--- config.mk ---
export PLATFORM = sky130hd
export DESIGN_NAME = spike_time_encoder
export DESIGN_NICKNAME = d
export VERILOG_FILES = /design/src/rtl/tnn_pkg.sv /design/src/rtl/gamma_counter.sv /design/src/rtl/spike_time_encoder.sv
export SDC_FILE = /design/constraint.sdc
export NUM_CORES = 1
export LEC_CHECK = 0
export BUFFER_PORTS_ARGS = -buffer_cell sky130_fd_sc_hd__buf_2
export CAP_MARGIN = 5
export CORE_MARGIN = 3
export CORE_UTILIZATION = 35
export CTS_CLUSTER_SIZE = 8
export DETAILED_ROUTE_END_ITERATION = 7
export SLEW_MARGIN = 0
export SYNTH_ARGS = -nofsm -noshare
export SYNTH_HDL_FRONTEND = slang
export SYNTH_SLANG_ARGS = --single-unit
--- constraint.sdc ---
create_clock -name aclk -period 5.5 [get_ports aclk]
set_input_delay 0.275 -clock aclk [delete_from_list [all_inputs] [get_ports aclk]]
set_output_delay 0.275 -clock aclk [all_outputs]
set_load 0.05 [all_outputs]
--- src/rtl/tnn_pkg.sv ---
// Shared helpers for the temporal (race-logic) spike path.
// Build option: SPIKE_ENCODER_INVERT_EN selects the intensity-to-latency
// onset mapping (larger values spike earlier).
package tnn_pkg;

  // Width that holds any gamma count plus a pulse width without overflow.
  function automatic int unsigned gamma_count_width(input int unsigned gamma_cycle_width);
    return $clog2(gamma_cycle_width) + 1;
  endfunction

  // Onset time within a gamma cycle for a channel value.
  function automatic int unsigned onset_time(input int unsigned value,
                                             input int unsigned value_width);
    int unsigned max_value;
    max_value = (32'd1 << value_width) - 32'd1;
`ifdef SPIKE_ENCODER_INVERT_EN
    return max_value - (value & max_value);
`else
    return value & max_value;
`endif
  endfunction

endpackage

--- src/rtl/gamma_counter.sv ---
// Free-running gamma-cycle counter: 0 .. GAMMA_CYCLE_WIDTH-1, then wraps.
// wrap is high during the last count, so the following edge is the wrap edge.
module gamma_counter
  import tnn_pkg::*;
#(
  parameter int GAMMA_CYCLE_WIDTH = 16,
  localparam int CW = int'(gamma_count_width(GAMMA_CYCLE_WIDTH))
) (
  input  logic          aclk,
  input  logic          grst,
  output logic [CW-1:0] count,
  output logic          wrap
);

  localparam logic [CW-1:0] LAST = CW'(GAMMA_CYCLE_WIDTH - 1);

  logic [CW-1:0] r_count;

  // Count through the gamma cycle, restarting at zero after the last cycle.
  always_ff @(posedge aclk or posedge grst) begin
    if (grst) begin
      r_count <= '0;
    end else if (r_count == LAST) begin
      r_count <= '0;
    end else begin
      r_count <= r_count + CW'(1);
    end
  end

  assign count = r_count;
  assign wrap  = (r_count == LAST);

endmodule

--- src/rtl/spike_time_encoder.sv ---
// Race-logic encoder: one sample per gamma cycle in, one pulse per enabled
// channel out in the following gamma cycle, onset time = encoded value.
// Build option: SPIKE_ENCODER_INVERT_EN (inverted onset mapping, see tnn_pkg).
module spike_time_encoder
  import tnn_pkg::*;
#(
  parameter int GAMMA_CYCLE_WIDTH = 16,
  parameter int PULSE_WIDTH       = 8,
  parameter int NUM_INPUTS        = 16,
  parameter int VALUE_WIDTH       = 3
) (
  input  logic                              aclk,
  input  logic                              grst,
  input  logic                              in_valid,
  output logic                              in_ready,
  input  logic [NUM_INPUTS*VALUE_WIDTH-1:0] in_values,
  input  logic [NUM_INPUTS-1:0]             in_enable,
  output logic                              gamma_start,
  output logic [NUM_INPUTS-1:0]             output_spikes
);

  localparam int CW = int'(gamma_count_width(GAMMA_CYCLE_WIDTH));

  // A pulse starting at the latest onset must still end inside the gamma cycle.
  if (((2 ** VALUE_WIDTH) - 1) + PULSE_WIDTH > GAMMA_CYCLE_WIDTH) begin : g_param_check
    $error("spike_time_encoder: max onset + PULSE_WIDTH exceeds GAMMA_CYCLE_WIDTH");
  end

  logic [CW-1:0]                       w_count;
  logic                                w_wrap;
  logic                                w_xfer;

  logic                                r_pending_full;
  logic [NUM_INPUTS*VALUE_WIDTH-1:0]   r_pending_values;
  logic [NUM_INPUTS-1:0]               r_pending_en;
  logic [NUM_INPUTS*VALUE_WIDTH-1:0]   r_active_values;
  logic [NUM_INPUTS-1:0]               r_active_en;

  gamma_counter #(
    .GAMMA_CYCLE_WIDTH(GAMMA_CYCLE_WIDTH)
  ) u_gamma_counter (
    .aclk (aclk),
    .grst (grst),
    .count(w_count),
    .wrap (w_wrap)
  );

  assign in_ready    = ~r_pending_full;
  assign w_xfer      = in_valid & ~r_pending_full;
  assign gamma_start = (w_count == '0);

  // Handshake state and active enables: pending promotes to active on the wrap
  // edge, an empty pending lets a wrap-edge transfer bypass straight to active,
  // and otherwise the new gamma cycle is silent.
  always_ff @(posedge aclk or posedge grst) begin
    if (grst) begin
      r_pending_full <= 1'b0;
      r_active_en    <= '0;
    end else if (w_wrap) begin
      if (r_pending_full) begin
        r_active_en    <= r_pending_en;
        r_pending_full <= 1'b0;
      end else if (w_xfer) begin
        r_active_en <= in_enable;
      end else begin
        r_active_en <= '0;
      end
    end else if (w_xfer) begin
      r_pending_full <= 1'b1;
    end
  end

  // Sample payload, captured only on the transfer / promotion edges.
  // NOTE: no reset here on purpose; these registers are only observed through
  // r_pending_full or r_active_en, which are reset, so clearing them adds nothing.
  always_ff @(posedge aclk) begin
    if (w_wrap) begin
      if (r_pending_full) begin
        r_active_values <= r_pending_values;
      end else if (w_xfer) begin
        r_active_values <= in_values;
      end
    end else if (w_xfer) begin
      r_pending_values <= in_values;
      r_pending_en     <= in_enable;
    end
  end

  // Per-channel pulse window decoded from registered state only.
  for (genvar i = 0; i < NUM_INPUTS; i++) begin : g_ch
    logic [CW-1:0] w_onset;
    assign w_onset = CW'(onset_time(32'(r_active_values[i*VALUE_WIDTH +: VALUE_WIDTH]),
                                    VALUE_WIDTH));
    assign output_spikes[i] = r_active_en[i] &&
                              (w_count >= w_onset) &&
                              (w_count < w_onset + CW'(PULSE_WIDTH));
  end

endmodule

==> flow_summary.json, run 1 <==
{
  "layout.cells.non_filler": 796,
  "critPathMaxFanout": 17,
  "cp_top_family": "buffers and inverters",
  "yosysSeqAreaShare": 0.605,
  "antennaDiodeCount": 0,
  "cts.repair.resized": 0,
  "die-area_um2": 20100,
  "grt.overflow.total": 0,
  "async_reset_ff_frac": 0.164,
  "hold_viol_final": 0,
  "grt_use_total": 0.141,
  "yosysTopAreaCell": "edfxtp_1",
  "multi_input_area_um2": 2280,
  "cp_data_arrival_time_ns": 2.91,
  "ant_nets": 0,
  "cts_setup_buffers": 0,
  "routed-wl-met2_mm": 6.47,
  "min_period_over_period": 0.579,
  "setup_viol_count_final": 0,
  "cp-start-kind": "flip-flop",
  "fin_worst_skew_ns": 0.00574,
  "htree_levels": 4,
  "rows": 49,
  "path_depth": 6,
  "drive_gt1_frac": 0.323,
  "hp-class": "input pin to asynchronous set/reset pin",
  "slowest_stage": "inv_1",
  "syn_avg_cell_area_um2": 13.8,
  "end_kind": "output port",
  "grt_pass1_wl_mm": 21.8,
  "drv_cap": 0,
  "dr.first_iter.drc_count": 245,
  "ys.flop_type": "edfxtp_1",
  "worst-path-buf-inv": 2,
  "slew_headroom": 0.354,
  "antenna_found_initial": 0,
  "cts-root-buf": "clkbuf_16",
  "grt_pass1_vias": 4292,
  "final_max_slew_viol_count": 0,
  "nets": 671,
  "synth.most_common_cell": "edfxtp_1",
  "synth_common_cells": "edfxtp_1 (112), inv_1 (51), ha_1 (50)",
  "cts_buffer_depth": 2,
  "setup_ws_ns": 2.31,
  "ios": 85,
  "cts_tree": "built",
  "detailed_place_hpwl_mm": 8.83,
  "synth_top_area_frac": 0.520,
  "pwr_density_cell_nw_per_um2": 301,
  "firstDrtPassIters": 5,
  "leakagePower_nw": 3.13,
  "clock_sinks": 134,
  "final-seq-area_um2": 3920,
  "syn_nets": 585,
  "worst_pin_slew_ns": 0.969,
  "die_w_um": 142,
  "gp_congestion": 0.734,
  "ys_top_cells_by_area": "edfxtp_1 (52%), ha_1 (9.7%), dfrtp_1 (8.5%)",
  "dp.cells": 764,
  "routed_wl_mm": 13.4,
  "rsz0062_at_grt": "false",
  "cts.clk_slew.worst_paths_ns": 0.06,
  "fill_cells": 1678,
  "crit_type": "flip-flop to output port",
  "pre_cts_ws_ns": 2.50,
  "wl_met1_mm": 6.18,
  "fin_crit_ns": 3.19,
  "path_cells": "inv_1, ha_1, nand2b_1, a2111oi_0, a211oi_1, buf_2",
  "netlist_instances": 468,
  "ys_ff_latch": 134,
  "grt_max_degree": 68,
  "synth-edff-count": 112,
  "status": "complete, no violations",
  "wl_per_cell_um": 16.9,
  "vias": 4021,
  "r2r_cells": 2,
  "port_buffers": 84,
  "clock.fmax_mhz": 314,
  "hold_buffers": 0,
  "cts_buffers": 17,
  "netlist_area_um2": 6470,
  "viasPerCell": 5.05,
  "worstSkewPairLatency_ns": 0.42,
  "core_um2": 18100,
  "worstPathRequired_ns": 5.22,
  "wl_met3_um": 670,
  "start_util": 0.358,
  "ir_drop_mv": 0.206,
  "yosys_warnings": 0,
  "synthDistinctLibCells": 34,
  "top_layer": "met4",
  "die_h_um": 142,
  "syn2layout_area_growth_pct": 18.7,
  "setup_tns_ns": 0,
  "critPathMaxStageDelay_ns": 0.65,
  "drc": 0
}
==> worst paths after layout <==
check,startpoint,end,slack (ns)
max,u_gamma_counter.count[0]$_DFF_PP0_,output_spikes[3],2.31
max reg2reg,r_pending_full$_DFFE_PP0P_,r_pending_values[26]$_DFFE_PP_,2.56
min,grst,r_active_en[0]$_DFFE_PP0P_,0.04
min reg2reg,u_gamma_counter.count[0]$_DFF_PP0_,u_gamma_counter.count[0]$_DFF_PP0_,0.49
min in group aclk,in_values[35],r_pending_values[35]$_DFFE_PP_,0.04
max in group asynchronous,grst,r_pending_full$_DFFE_PP0P_,4.80
==> worst register-to-register path, delay by kind of cell (launching register included) <==
family        cells  cell delay [ns]
simple gates      2             1.74
flops             1             0.81
==> routing by layer <==
layer,global-route usage,up-vias
li1,-,1956
met4,0.0434,0
met3,0.0420,10
met1,0.182,1969
met2,0.232,86
met5,0,-
==> cell families (layout without fill, tap and decap cells) <==
| logic type | after synthesis | in the layout | share of synthesized area |
|---|---|---|---|
| flip-flops | 134 | 134 | 0.605 |
| AO/OA/AOI/OAI | 93 | 93 | 0.112 |
| AND/OR/NAND/NOR | 71 | 71 | 0.0549 |
| buffers and inverters | 70 | 169 | 0.0447 |
| adder cells (fa/ha/maj) | 50 | 50 | 0.0967 |
| multiplexers | 48 | 48 | 0.0836 |
| XOR/XNOR | 2 | 2 | 0.00271 |
==> per-stage QoR <==
stage / util / hold WS [ns] / area, µm² / power (mW)
3_3_place_gp: 0.393 / 0.464 / 7110 / 1.25
5_1_grt: 0.424 / 0.0192 / 7680 / 2.40
6_report: 0.424 / 0.0388 / 7680 / 2.31
4_1_cts: 0.424 / 0.0253 / 7680 / 2.33
2_1_floorplan: - / 0.264 / 6470 / 1.21
3_5_place_dp: 0.393 / 0.469 / 7110 / 1.26
==> layout by cell type (no fill, tap or decap), drive strengths merged <==
cell	count
edfxtp	112
buf	86
inv	52
ha	50
mux2	48
nor2	28
a21oi	26
dfrtp	22
clkbuf	17
o21ai	17
a221oi	16
a2111oi	11
nor3	10
nand2	9
a211oi	7
nand2b	7
clkinv	7
a211o	5
clkinvlp	5
nor2b	5
o311ai	4
o21a	4
a311oi	3
nor4bb	3
and2	3
nand3	2
xor2	2
bufinv	2
nand3b	1
and3	1
nor4b	1
and4b	1
==> report_power, final <==
part	total, mW	switching [mW]	leakage [nW]	internal [mW]
combinational	0.0830	0.0397	1.57	0.0433
clock	1.08	0.418	0.263	0.658
sequential	1.15	0.0169	1.29	1.14
==> cell type report <==
type / count / share of cell area
Sequential cell: 134 / 0.511
Clock inverter: 15 / 0.0179
Multi-Input combinational cell: 264 / 0.297
Inverter: 51 / 0.0249
Tap cell: 229 / 0.0373
Clock buffer: 17 / 0.0554
Timing Repair Buffer: 86 / 0.0567
==> registers in the layout, summed over array words and instances (netlist names) <==
register,cells
u_gamma_counter.count,5
r_pending_full,1
r_pending_en,16
r_pending_values,48
r_active_values,48
r_active_en,16
(Power assumes the default switching activity.)
==> run 2: changes to the inputs <==
clock period = 3.1 ns   (was 5.5 ns; I/O delays follow)
==> run 2 against run 1 <==
Net effect:
- clock power rose by 83%
- first-iteration DRC count rose by 20%
- final cell count rose by 9.8%
- combinational power rose to 2.8 times the previous value
- non-clock buffer count rose by 78
- the run now ends with hold timing left
- utilization rose by 4.5 points
- worst hold slack got worse by 0.056 ns
- clock skew rose by 0.00067 ns
- clock-buffer cell count rose by 1
- sequential power rose by 77%
==> flow_summary.json, run 2 (synthesis results as in run 1) <==
{
  "cp_data_arrival_time_ns": 2.64,
  "reg2reg_slack_ns": 0.78,
  "min_period_over_period": 0.903,
  "final_cell_mix": "edfxtp_1 (112), buf_2 (84), dlygate4sd3_1 (64)",
  "drive_gt1_frac": 0.313,
  "die_w_um": 142,
  "critPathMaxStageDelay_ns": 0.48,
  "cts_tree": "built",
  "viasPerCell": 4.97,
  "drv_cap": 0,
  "grt_pass1_wl_mm": 24.2,
  "start_util": 0.358,
  "slew_headroom": 0.323,
  "end_kind": "output port",
  "htree_levels": 4,
  "r2r_cells": 6,
  "final_common_cell": "edfxtp_1",
  "grt_use_total": 0.154,
  "leakagePower_nw": 3.49,
  "worstSkewPairLatency_ns": 0.41,
  "cts.clk_slew.worst_paths_ns": 0.06,
  "setup_tns_ns": 0,
  "pre_cts_ws_ns": 0.717,
  "drc": 0,
  "cts_buffer_depth": 2,
  "worstPathRequired_ns": 2.94,
  "detailed_place_hpwl_mm": 9.86,
  "r2r-start": "u_gamma_counter.count[1]$_DFF_PP0_",
  "clock.fmax_mhz": 357,
  "ios": 85,
  "hold_slack_ns": -0.0176,
  "critPathMaxFanout": 10,
  "slowest_stage": "dfrtp_1",
  "dr.first_iter.drc_count": 293,
  "ant_nets": 0,
  "cts-root-buf": "clkbuf_16",
  "setup_ws_ns": 0.300,
  "crit_type": "flip-flop to output port",
  "fill_cells": 1571,
  "endpoint": "output_spikes[14]",
  "grt_max_degree": 51,
  "status": "finished, violations left",
  "rr_endpoint": "r_pending_values[15]$_DFFE_PP_",
  "worst_pin_slew_ns": 1.01,
  "wl_per_cell_um": 16.9,
  "hold_viol_final": 22,
  "cp-start-kind": "flip-flop",
  "cts_buffers": 17,
  "clock_sinks": 134,
  "die_h_um": 142,
  "grt.overflow.total": 0,
  "pwr_density_cell_nw_per_um2": 500,
  "final_max_slew_viol_count": 0,
  "rsz0062_at_grt": "false",
  "nets": 749,
  "crit_start": "u_gamma_counter.count[1]$_DFF_PP0_",
  "fin_worst_skew_ns": 0.00641,
  "setup_viol_count_final": 0,
  "cts.repair.resized": 0,
  "die-area_um2": 20100,
  "rows": 49,
  "reg_top3": "r_active_values (48), r_pending_values (48)",
  "vias": 4346,
  "final-seq-area_um2": 3920,
  "multi_input_area_um2": 2300,
  "antenna_found_initial": 0,
  "port_buffers": 84,
  "gp_congestion": 0.770,
  "failed_checks": "hold timing",
  "antennaDiodeCount": 0,
  "syn2layout_area_growth_pct": 31.1,
  "hp-class": "input pin to asynchronous set/reset pin",
  "ir_drop_mv": 0.357,
  "fin_crit_ns": 2.80,
  "routed_wl_mm": 14.7,
  "core_um2": 18100,
  "grt_pass1_vias": 4623,
  "firstDrtPassIters": 4,
  "path_cells": "buf_4, ha_1, nand2b_1, a21oi_1, a311oi_1, a2111oi_2, buf_2"
}
## run 2: cell count changes in the layout (fill, tap and decap cells not counted), sizes merged
cell,delta
buf,+14
inv,+2
dlygate4sd3,+64
clkbuf,+1
clkinvlp,-2
clkinv,-1
## run 2: worst max-delay path, delay by kind of cell (launching register included)
family | cells | cell delay [ns]
DFF | 1 | 0.48
buffers and inverters | 2 | 0.59
adders and majority gates | 1 | 0.31
AOI/OAI and AO/OA | 3 | 0.79
and+or+nand+nor | 1 | 0.06
## run 2: repair_timing
action | in CTS | in global routing
hold buffers | 64 | 0
hold endpoints to repair | 64 | 0
setup buffers | 0 | 0
## run 2: area by class of cell
class	instances	area share
clock buffers	18	0.0506
clock inverters	14	0.0177
inverters	51	0.0226
multi-input cells	264	0.271
flip-flops and latches	134	0.462
well taps	229	0.0338
repair buffers	164	0.142
## run 2: how the worst min path moves through the flow
| stage | from | end | slack, ns |
|---|---|---|---|
| global route | in_valid | r_pending_full$_DFFE_PP0P_ | 0.07 |
| CTS | grst | r_active_en[14]$_DFFE_PP0P_ | 0.02 |
| detailed placement | in_values[36] | r_pending_values[36]$_DFFE_PP_ | 0.35 |
| finish | grst | r_active_en[14]$_DFFE_PP0P_ | -0.02 |
| global placement | in_values[12] | r_pending_values[12]$_DFFE_PP_ | 0.35 |
| floorplan | grst | r_active_en[0]$_DFFE_PP0P_ | 0.14 |
## run 2: power by group
part / switching (mW) / leakage [nW] / internal, mW
registers: 0.0167 / 1.29 / 2.01
logic: 0.0991 / 1.92 / 0.134
clock network: 0.791 / 0.277 / 1.19
## run 2: through the flow
step | util | instances | hold slack (ns) | power (mW) | cell area, µm²
after global routing | 0.469 | 874 | 0.0725 | 4.38 | 8480
after floorplan | - | 468 | 0.144 | 2.15 | 6500
after detailed placement | 0.402 | 778 | 0.348 | 2.24 | 7260
after global placement | 0.402 | 778 | 0.347 | 2.24 | 7260
final | 0.469 | 874 | -0.0176 | 4.24 | 8480
after CTS | 0.469 | 874 | 0.0215 | 4.28 | 8480
## run 2: per-layer routing
metal / global-route usage / routed length, µm
met1: 0.199 / 6840
met5: 0 / 0
met4: 0.0460 / 221
met2: 0.260 / 7110
met3: 0.0366 / 550
